==> src/rtl/sha256_round_engine.sv <==
// sha256_round_engine: iterative SHA-256 compression, one round per clock with an in-place 16-word message schedule.
module sha256_round_engine (
    input  logic         clk,
    input  logic         rst,
    input  logic         start,
    input  logic         first,
    input  logic [255:0] h_in,
    input  logic [511:0] msg_in,
    output logic         busy,
    output logic         done,
    output logic [255:0] state_out,
    output logic [31:0]  f_out,
    output logic [1:0]   Block
);
    typedef enum logic [1:0] {IDLE, RUN, DONE} state_t;

    localparam logic [31:0] k_rom [64] = '{
        32'h428a2f98, 32'h71374491, 32'hb5c0fbcf, 32'he9b5dba5, 32'h3956c25b, 32'h59f111f1, 32'h923f82a4, 32'hab1c5ed5,
        32'hd807aa98, 32'h12835b01, 32'h243185be, 32'h550c7dc3, 32'h72be5d74, 32'h80deb1fe, 32'h9bdc06a7, 32'hc19bf174,
        32'he49b69c1, 32'hefbe4786, 32'h0fc19dc6, 32'h240ca1cc, 32'h2de92c6f, 32'h4a7484aa, 32'h5cb0a9dc, 32'h76f988da,
        32'h983e5152, 32'ha831c66d, 32'hb00327c8, 32'hbf597fc7, 32'hc6e00bf3, 32'hd5a79147, 32'h06ca6351, 32'h14292967,
        32'h27b70a85, 32'h2e1b2138, 32'h4d2c6dfc, 32'h53380d13, 32'h650a7354, 32'h766a0abb, 32'h81c2c92e, 32'h92722c85,
        32'ha2bfe8a1, 32'ha81a664b, 32'hc24b8b70, 32'hc76c51a3, 32'hd192e819, 32'hd6990624, 32'hf40e3585, 32'h106aa070,
        32'h19a4c116, 32'h1e376c08, 32'h2748774c, 32'h34b0bcb5, 32'h391c0cb3, 32'h4ed8aa4a, 32'h5b9cca4f, 32'h682e6ff3,
        32'h748f82ee, 32'h78a5636f, 32'h84c87814, 32'h8cc70208, 32'h90befffa, 32'ha4506ceb, 32'hbef9a3f7, 32'hc67178f2
    };

    function automatic logic [31:0] rotr(input logic [31:0] x, input int n);
        return (x >> n) | (x << (32 - n));
    endfunction

    state_t      st, st_nx;
    logic [31:0] a, b, c, d, e, f, g, h;
    logic [31:0] w [16];
    logic [5:0]  cnt;
    logic        first_q;
    logic [31:0] t1, t2, w_nx;

    always_comb begin
        t1    = h + (rotr(e, 6) ^ rotr(e, 11) ^ rotr(e, 25)) + ((e & f) ^ (~e & g)) + k_rom[cnt] + w[0];
        t2    = (rotr(a, 2) ^ rotr(a, 13) ^ rotr(a, 22)) + ((a & b) ^ (a & c) ^ (b & c));
        // w[0] is W(t); the word produced now is W(t+16) and enters at the tail
        w_nx  = (rotr(w[14], 17) ^ rotr(w[14], 19) ^ (w[14] >> 10)) + w[9]
              + (rotr(w[1], 7) ^ rotr(w[1], 18) ^ (w[1] >> 3)) + w[0];
        st_nx = (st == IDLE && start) ? RUN :
                (st == RUN && cnt == 6'd63) ? DONE :
                (st == DONE) ? IDLE : st;
    end

    always_ff @(posedge clk or posedge rst) begin
        if (rst) begin
            st      <= IDLE;
            {a, b, c, d, e, f, g, h} <= '0;
            for (int i = 0; i < 16; i++) w[i] <= '0;
            cnt     <= '0;
            first_q <= 1'b0;
            Block   <= 2'd0;
        end else begin
            st <= st_nx;
            if (st == IDLE && start) begin
                {a, b, c, d, e, f, g, h} <= h_in;
                for (int i = 0; i < 16; i++) w[i] <= msg_in[511 - 32*i -: 32];
                cnt     <= '0;
                first_q <= first;
                if (first) Block <= 2'd0;
            end else if (st == RUN) begin
                {a, b, c, d, e, f, g, h} <= {t1 + t2, a, b, c, d + t1, e, f, g};
                for (int i = 0; i < 15; i++) w[i] <= w[i+1];
                w[15] <= w_nx;
                cnt   <= cnt + 6'd1;
                if (cnt == 6'd63) Block <= first_q ? 2'd1 : 2'd2;
            end
        end
    end

    assign busy      = st != IDLE;
    assign done      = st == DONE;
    assign state_out = {a, b, c, d, e, f, g, h};
    assign f_out     = f;
endmodule

==> config.mk <==
export PLATFORM = sky130hd
export DESIGN_NAME = sha256_round_engine
export DESIGN_NICKNAME = d
export VERILOG_FILES = /design/src/rtl/sha256_round_engine.sv
export SDC_FILE = /design/constraint.sdc
export NUM_CORES = 2
export LEC_CHECK = 0
export BUFFER_PORTS_ARGS = -buffer_cell sky130_fd_sc_hd__buf_2
export CORE_AREA = 2 2 419 421
export DETAILED_ROUTE_END_ITERATION = 7
export DIE_AREA = 0 0 421 423
export PLACE_DENSITY = 0.6
export SYNTH_ARGS = -nofsm -noshare
export SYNTH_HDL_FRONTEND = slang
export SYNTH_SLANG_ARGS = --single-unit
export TNS_END_PERCENT = 50
==> constraint.sdc <==
create_clock -name clk -period 26.1 [get_ports clk]
set_input_delay 1.305 -clock clk [delete_from_list [all_inputs] [get_ports clk]]
set_output_delay 1.305 -clock clk [all_outputs]
set_load 0.01 [all_outputs]
==> metrics.yaml <==
worst_setup_path:
  endpoint_kind: "flip-flop"
  start_kind: "flip-flop"
  cp.required_ns: 26.66
  cpPeakStageDelay_ns: 1.11
  reg2regPathDepth: 33
  cp_slowest_cell: "ha_1"
  critPathKind: "flip-flop to flip-flop"
  critPathArrivalTime_ns: 10.32
  crit_fanout: 19
route:
  drtPass1Iterations: 8
  drt-total-wl_um: 267000
  routed_via_density: 5.39
  wire_per_inst_um: 29.5
  num_vias: 48800
  ant_nets: 0
  drc: 0
  first_iter_violations: 5542
timing:
  finalHoldViolations: 0
  timing.hold.ws_ns: 0.463
  finalSetupTns_ns: 0
  period_share: 0.374
  slew_headroom: 0.132
  skew_ns: 0.0586
  slew_violations: 0
  tightest_slew_ns: 1.30
  setup_viol: 0
  fmax_mhz: 102
  fin_crit_ns: 9.76
  rsz0062_at_grt: "false"
finish:
  final_common_cell: "nand2_1"
  fillCellCount: 18400
  layout_common_cells: "nand2_1, buf_2, dfrtp_1"
  seq_area_mm2: 0.0195
  drive_above_1_share: 0.201
  multi_input_area_mm2: 0.0271
  stdcell_count: 9047
  nNetsFinal: 7691
  syn2layout_area_growth_pct: 20.4
global_routing:
  gr-total-overflow: 0
  grt.total_usage: 0.289
  grt_pass1_vias: 46200
  grt_pass1_wl_um: 368000
  antenna_found_initial: 96
  grt_start_max_net_pins: 229
yosys:
  syn_inst: 5852
  ys.warnings.count: 0
  synth_async_sr_flop_share: 1.00
  yosysUniqueCellTypes: 85
  synth_area_mm2: 0.0500
  yosysSeqAreaShare: 0.390
  ys.flop_type: "dfrtp_1"
  synth_edf_count: 0
  syn_avg_cell_area_um2: 8.55
  syn_nets: 6960
  ys_seq_elements: 779
clocking:
  insertion_delay_ns: 0.77
  cts_root_buffer: "clkbuf_16"
  postCtsSetupRepairBufs: 0
  cts_buffer_depth: 3
  cts_hold_buf: 0
  clkTransAtPathRegs_ns: 0.07
  cts_resized: 0
  cts_tree: "yes"
  numCtsBuffers: 96
  cts_htree_levels: 3
  clock_sinks: 779
floorplanning:
  die_y_um: 423
  ios: 1064
  dieWidth_um: 421
  core-area_mm2: 0.173
  rows: 153
  start_util: 0.289
  die_area_mm2: 0.178
placed_design:
  hpwl_um: 210000
  gp_congestion: 0.994
  port_buffers: 1063
  place_inst: 8810
flow_run:
  max-cap-violations: 0
hold_path:
  hp-class: "flip-flop to flip-flop"
  holdPathStages: 2
run_status:
  outcome: "complete, no violations"
[final cells by class]
type / instances / area share
multi-input cells: 4177 / 0.449
flip-flops and latches: 779 / 0.324
well taps: 2325 / 0.0483
inverters: 413 / 0.0259
clock inverters: 37 / 0.00752
diodes: 59 / 0.00245
clock buffers: 141 / 0.0462
repair buffers: 1116 / 0.0966
[layer usage]
metal	global-route usage	up-vias	wire [um]
li1	-	21300	-
met1	0.404	24700	115000
met2	0.438	2347	119000
met3	0.0510	472	20100
met4	0.124	32	12500
met5	0	-	208
[worst max-delay path, delay by kind of cell, from the launching register on]
family                     cells  cell delay [ns]
AOI/OAI and AO/OA             17             3.82
xor gates and xnor gates       2             0.42
adders and majority gates      5             2.91
buffers and inverters          4             0.90
DFF                            1             0.73
and+or+nand+nor                5             0.76
[synth_stat cells (all sizes together), types with 30 or more instances]
cell type	instances	area share
ha	147	0.037
nor3	36	0.0037
a211oi	36	0.0055
nand3	48	0.0048
clkbuf	415	0.031
xor2	152	0.027
xnor2	205	0.036
a22oi	555	0.083
mux2	30	0.0068
fa	189	0.076
dfrtp	779	0.39
o21ai	285	0.029
buf	68	0.0076
inv	411	0.031
a21oi	220	0.022
nor2	302	0.023
nand2	1435	0.11
a21o	75	0.011
a31oi	165	0.021
[path summary, 6_finish.rpt]
check,from,to,slack [ns]
setup / recovery,cnt[0],a[27],16.34
hold / removal,w[244],w[276],0.46
setup reg to reg,cnt[0],a[27],16.34
hold reg to reg,w[244],w[276],0.46
max in group asynchronous,rst,w[479],23.04
min in group asynchronous,rst,d[5],0.72
[registers in the layout, summed over array words and instances, names as in the netlist]
signal	count
w	512
a	32
b	32
c	32
d	32
e	32
f_out	32
g	32
h	32
cnt	6
Block	2
st	2
first_q	1
[metrics by stage]
| step | utilization | worst slack, ns | area [um^2] |
|---|---|---|---|
| final | 0.348 | 16.34 | 60200 |
| after global routing | 0.348 | 15.54 | 60200 |
| after detailed placement | 0.328 | 16.66 | 56800 |
| after CTS | 0.347 | 16.53 | 60100 |
| after global placement | 0.328 | 16.73 | 56800 |
| after floorplan | - | 2.92 | 50000 |
[cell families after synthesis]
logic type                 synth area share
buffers and inverters                0.0698
AOI/OAI and AO/OA                     0.200
adders and majority gates             0.113
xor gates and xnor gates             0.0625
muxes                                0.0116
and+or+nand+nor                       0.154
DFF                                   0.390
Power is left out: the tool's default activity adds up to more than one toggle a clock period on the data nets, which glitch-free logic cannot reach.
